### src/rtl/verify_report_uart_tx.sv
// Result-link transmitter: snapshots the total/correct counters and sends a 10-byte UART 8N1 frame.
// Optional PERIODIC_REPORT_EN adds a free-running auto-report tick OR-ed with the report port.
module verify_report_uart_tx #(
  parameter int CLK_DIV       = 868,
  parameter int REPORT_PERIOD = 100000000
) (
  input  logic        clk,
  input  logic        rst,
  input  logic [31:0] total,
  input  logic [31:0] correct,
  input  logic        report,
  output logic        tx,
  output logic        busy,
  output logic        frame_done
);

  localparam int              CW        = (CLK_DIV > 2) ? $clog2(CLK_DIV) : 1;
  localparam logic [CW-1:0]   DIV_LAST  = CW'(CLK_DIV - 1);
  localparam logic [7:0]      HEADER    = 8'hA5;
  localparam logic [3:0]      LAST_BYTE = 4'd9;
  localparam logic [2:0]      LAST_BIT  = 3'd7;

  typedef enum logic [1:0] {IDLE, START, DATA, STOP} state_t;

  if (CLK_DIV < 2 || REPORT_PERIOD < 2) begin : g_param_check
    $error("verify_report_uart_tx: CLK_DIV and REPORT_PERIOD must be >= 2");
  end

  state_t        state, state_n;
  logic [CW-1:0] cnt, cnt_n;
  logic [2:0]    bit_idx, bit_n;
  logic [3:0]    byte_idx, byte_n;
  logic [63:0]   shadow;
  logic [7:0]    chk;
  logic [7:0]    cur_byte;
  logic          req;
  logic          capture;
  logic          done_n;
  logic          tx_n;
  logic          wrap;

`ifdef PERIODIC_REPORT_EN
  localparam int            PW          = (REPORT_PERIOD > 2) ? $clog2(REPORT_PERIOD) : 1;
  localparam logic [PW-1:0] PERIOD_LAST = PW'(REPORT_PERIOD - 1);

  logic [PW-1:0] period_cnt;
  logic          tick;

  // Free-running; a tick that lands while busy is simply lost and retried next period.
  always_ff @(posedge clk or posedge rst) begin
    if (rst) begin
      period_cnt <= '0;
    end else if (period_cnt == PERIOD_LAST) begin
      period_cnt <= '0;
    end else begin
      period_cnt <= period_cnt + PW'(1);
    end
  end

  assign tick = (period_cnt == PERIOD_LAST);
  assign req  = report | tick;
`else
  assign req = report;
`endif

  assign chk = shadow[63:56] ^ shadow[55:48] ^ shadow[47:40] ^ shadow[39:32] ^
               shadow[31:24] ^ shadow[23:16] ^ shadow[15:8]  ^ shadow[7:0];

  assign wrap = (cnt == DIV_LAST);

  always_comb begin
    cur_byte = HEADER;
    case (byte_n)
      4'd0:    cur_byte = HEADER;
      4'd1:    cur_byte = shadow[63:56];
      4'd2:    cur_byte = shadow[55:48];
      4'd3:    cur_byte = shadow[47:40];
      4'd4:    cur_byte = shadow[39:32];
      4'd5:    cur_byte = shadow[31:24];
      4'd6:    cur_byte = shadow[23:16];
      4'd7:    cur_byte = shadow[15:8];
      4'd8:    cur_byte = shadow[7:0];
      4'd9:    cur_byte = chk;
      default: cur_byte = HEADER;
    endcase
  end

  // frame_done gates acceptance so a request in the completion cycle is dropped.
  always_comb begin
    state_n = state;
    cnt_n   = cnt;
    bit_n   = bit_idx;
    byte_n  = byte_idx;
    capture = 1'b0;
    done_n  = 1'b0;
    case (state)
      IDLE: begin
        cnt_n  = '0;
        bit_n  = '0;
        byte_n = '0;
        if (req && !frame_done) begin
          state_n = START;
          capture = 1'b1;
        end
      end
      START: begin
        if (wrap) begin
          state_n = DATA;
          cnt_n   = '0;
          bit_n   = '0;
        end else begin
          cnt_n = cnt + CW'(1);
        end
      end
      DATA: begin
        if (wrap) begin
          cnt_n = '0;
          if (bit_idx == LAST_BIT) begin
            state_n = STOP;
          end else begin
            bit_n = bit_idx + 3'd1;
          end
        end else begin
          cnt_n = cnt + CW'(1);
        end
      end
      STOP: begin
        if (wrap) begin
          cnt_n = '0;
          if (byte_idx == LAST_BYTE) begin
            state_n = IDLE;
            byte_n  = '0;
            done_n  = 1'b1;
          end else begin
            state_n = START;
            byte_n  = byte_idx + 4'd1;
          end
        end else begin
          cnt_n = cnt + CW'(1);
        end
      end
      default: state_n = IDLE;
    endcase
  end

  // Line level is decoded from the next state so tx comes straight from a flop.
  always_comb begin
    tx_n = 1'b1;
    case (state_n)
      START:   tx_n = 1'b0;
      DATA:    tx_n = cur_byte[bit_n];
      default: tx_n = 1'b1;
    endcase
  end

  always_ff @(posedge clk or posedge rst) begin
    if (rst) begin
      state      <= IDLE;
      cnt        <= '0;
      bit_idx    <= '0;
      byte_idx   <= '0;
      shadow     <= '0;
      tx         <= 1'b1;
      busy       <= 1'b0;
      frame_done <= 1'b0;
    end else begin
      state      <= state_n;
      cnt        <= cnt_n;
      bit_idx    <= bit_n;
      byte_idx   <= byte_n;
      if (capture) begin
        shadow <= {total, correct};
      end
      tx         <= tx_n;
      busy       <= (state_n != IDLE);
      frame_done <= done_n;
    end
  end

endmodule

### config.mk
export PLATFORM = sky130hd
export DESIGN_NAME = verify_report_uart_tx
export DESIGN_NICKNAME = d
export VERILOG_FILES = /design/src/rtl/verify_report_uart_tx.sv
export SDC_FILE = /design/constraint.sdc
export NUM_CORES = 1
export LEC_CHECK = 0
export CAP_MARGIN = 40
export CORE_MARGIN = 1
export CORE_UTILIZATION = 55
export DETAILED_ROUTE_END_ITERATION = 6
export HOLD_SLACK_MARGIN = 0.08
export PLACE_DENSITY_LB_ADDON = 0.08
export SYNTH_ARGS = -nofsm -noshare
export SYNTH_HDL_FRONTEND = slang
export SYNTH_SLANG_ARGS = --single-unit
export TNS_END_PERCENT = 20
### constraint.sdc
create_clock -name clk -period 3.33 [get_ports clk]
set_input_delay 0.4995 -clock clk [delete_from_list [all_inputs] [get_ports clk]]
set_output_delay 0.4995 -clock clk [all_outputs]
set_load 0.05 [all_outputs]
==> results.sh <==
export IMPL_ys_types=82
export IMPL_synth_top_area_share_pct=41.9
export IMPL_ctsResizeCount=0
export IMPL_first_pass_iters=6
export IMPL_drt_total_wl_mm=12.0
export IMPL_synth_warnings=0
export IMPL_synth_edf_count=0
export IMPL_max_freq_mhz=318
export IMPL_cp_required_ps=3620
export IMPL_rsz0062_at_grt="no"
export IMPL_ys_flop_type="dfrtp_1"
export IMPL_gr_usage_met1_pct=34.6
export IMPL_endpoint_kind="flop"
export IMPL_cts_buffers=9
export IMPL_cts_sinks=86
export IMPL_yosys_top_cells_count="85 x dfrtp_1, 66 x mux2_2, 46 x xnor2_1, 28 x nand2_1"
export IMPL_crit_type="flop to flop"
export IMPL_drtIter0Drc=176
export IMPL_ios=70
export IMPL_initial_core_util_pct=57.4
export IMPL_wire_per_inst_um=18.9
export IMPL_fin_area_um2=6130
export IMPL_fin_setup_tns_ps=0
export IMPL_path_clk_slew_ps=80
export IMPL_grt_pass1_wl_mm=20.1
export IMPL_port_buffers=69
export IMPL_hpwl_mm=8.79
export IMPL_hold_viol=0
export IMPL_synth_area_um2=5080
export IMPL_min_period_ps=3150
export IMPL_crit_family="simple AND/OR/NAND/NOR gates"
export IMPL_diodes=0
export IMPL_max_slew_margin_pct=60.6
export IMPL_outcome="complete, but fails checks"
export IMPL_placed_cell_area_um2=5940
export IMPL_holdPathStages=1
export IMPL_arrival_ps=3430
export IMPL_grt_pass1_vias=4079
export IMPL_syn_instance_count=445
export IMPL_clock_root_buffer="clkbuf_8"
export IMPL_p_leak_nw=2.68
export IMPL_path_cells="inv_1 > ha_1 > buf_4 > nor2b_1 > nand4_1 > o211ai_4 > and3_1 > a22oi_1 > o32a_1 > nand4_1 > nand4_1 > o211ai_2"
export IMPL_postCtsHoldBufs=0
export IMPL_die_height_um=98.1
export IMPL_path_common_cell="nand4_1"
export IMPL_vias=3828
export IMPL_gp_congestion=0.914
export IMPL_r2r_cells=12
export IMPL_row_count=34
export IMPL_antenna_found_initial=0
export IMPL_clk_path_buf_depth=2
export IMPL_core_area_um2=8850
export IMPL_cp_depth=12
export IMPL_met2_usage_pct=43.9
export IMPL_cts_tree="yes"
export IMPL_fin_nets=594
export IMPL_worst_pin_slew_ps=589
export IMPL_fin_worst_skew_ps=17.0
export IMPL_slowest_stage="dfrtp_1"
export IMPL_overflow=0
export IMPL_async_reset_ff_share_pct=100
export IMPL_vdd_drop_max_mv=0.222
export IMPL_clock_latency_ps=360
export IMPL_maxCapViolations=0
export IMPL_critPathMaxStageDelay_ps=440
export IMPL_cts_setup_buffers=0
export IMPL_power_density_nw_per_um2=307
export IMPL_syn_avg_cell_area_um2=11.4
export IMPL_ant_nets=0
export IMPL_ys_top_cells_by_area="dfrtp_1 42%, mux2_2 15%, xnor2_1 7.9%"
export IMPL_synthesis_nets=519
export IMPL_path_buf_inv=2
export IMPL_yosysMostFrequentCell="dfrtp_1"
export IMPL_dieArea_um2=9620
export IMPL_busiest_layer="met2"
export IMPL_setup_viol=0
export IMPL_synth_seq_area_share_pct=42.4
export IMPL_grt_max_degree=54
export IMPL_slew_violations=0
export IMPL_met3_usage_pct=6.01
export IMPL_ys_ff_latch=86
export IMPL_layout_drive_gt1_share_pct=24.4
export IMPL_hold_class="flop to flop"
export IMPL_track_usage_pct=26.6
export IMPL_min_period_over_period_pct=94.5
export IMPL_cp_max_fo=10
export IMPL_area_growth_pct=20.7
export IMPL_die_x_um=98.1
export IMPL_worstSetupStartpointType="flop"
export IMPL_cts_max_level=3
export IMPL_violations="design-rule violations"
export IMPL_drc=3
export IMPL_yosysTopAreaCell="dfrtp_1"
export IMPL_viasPerCell=6.06
[power by group]
group / leakage [nW] / switching [mW] / internal, mW / total (mW)
Combinational: 1.41 / 0.0308 / 0.0702 / 0.101
Clock: 0.0952 / 0.376 / 0.361 / 0.737
Sequential: 1.17 / 0 / 1.04 / 1.04
[per-stage QoR]
stage / worst slack (ps) / total power, mW / hold slack [ps] / utilization [%] / std cells
finish: 183 / 1.88 / 488 / 69.2 / 632
global route: 24.8 / 1.96 / 537 / 69.2 / 632
CTS: 237 / 1.91 / 495 / 69.2 / 632
detailed placement: 263 / 1.17 / 484 / 67.1 / 617
global placement: 364 / 1.17 / 465 / 67.1 / 617
floorplan: 503 / 1.08 / 453 / - / 445
[sequential cells by signal, summed over array words and instances (netlist names)]
| signal | count |
|---|---|
| busy | 1 |
| tx | 1 |
| bit_idx | 3 |
| state | 2 |
| shadow | 64 |
| cnt | 10 |
| frame_done | 1 |
| byte_idx | 4 |
[per-layer routing]
| metal | vias to the layer above | wire length [um] |
|---|---|---|
| met5 | - | 0 |
| met4 | 0 | 195 |
| met3 | 19 | 655 |
| met2 | 121 | 5890 |
| met1 | 1892 | 5230 |
| li1 | 1796 | - |
[area by class of cell]
| class | instances | area (um2) |
|---|---|---|
| Fill cell | 668 | 2720 |
| Inverter | 9 | 40.0 |
| Multi-Input combinational cell | 331 | 2790 |
| Tap cell | 108 | 135 |
| Timing Repair Buffer | 83 | 821 |
| Clock buffer | 11 | 141 |
| Sequential cell | 86 | 2150 |
| Clock inverter | 4 | 47.5 |
[cell families (layout without fill, tap and decap cells)]
kind of cell	after synthesis	in the layout	share of synthesized area [%]
DFF	86	86	42.4
AOI/OAI and AO/OA	85	85	14.6
and+or+nand+nor	108	108	12.5
buffers and inverters	28	107	2.71
muxes	70	70	15.5
adders and majority gates	7	7	1.73
xor gates and xnor gates	61	61	10.5
[final timing paths]
| kind | slack, ps | from | endpoint |
|---|---|---|---|
| worst min register to register | 490 | cnt[0]$_DFF_PP0_ | cnt[0]$_DFF_PP0_ |
| worst max-delay path | 180 | state[0]$_DFF_PP0_ | tx$_DFF_PP1_ |
| max in group asynchronous | 2110 | rst | tx$_DFF_PP1_ |
| worst max register to register | 180 | state[0]$_DFF_PP0_ | tx$_DFF_PP1_ |
| worst min-delay path | 490 | cnt[0]$_DFF_PP0_ | cnt[0]$_DFF_PP0_ |
| min in group asynchronous | 500 | rst | shadow[11]$_DFFE_PP0P_ |
[placed cells by master (no fill, tap or decap), types with 2 or more instances in the layout]
master           instances
o22ai_1                  4
nor4_1                   3
clkinv_2                 3
a21oi_1                 11
mux2i_1                  2
buf_12                   2
a22o_1                   4
xor2_1                  15
a21oi_2                  3
clkdlybuf4s50_1         69
nand2b_1                 3
nor2_1                   7
o21ai_1                  2
ha_1                     7
nor3b_1                  2
nand2_1                 27
a211oi_1                 4
and3_1                   6
dfrtp_1                 85
a311oi_1                 2
mux2_2                  66
a221o_1                  2
nor2_2                   3
and2_1                   4
nand4_1                 10
a31oi_1                  4
nor2b_1                  3
a32oi_1                  5
nor3_1                  15
xnor2_1                 46
o21ai_0                 10
mux2_1                   2
a22oi_1                  4
nand3_1                 10
clkbuf_8                10
a41oi_1                  2
a21o_1                   3
inv_1                    5
buf_4                   12
(Power assumes the default switching activity.)
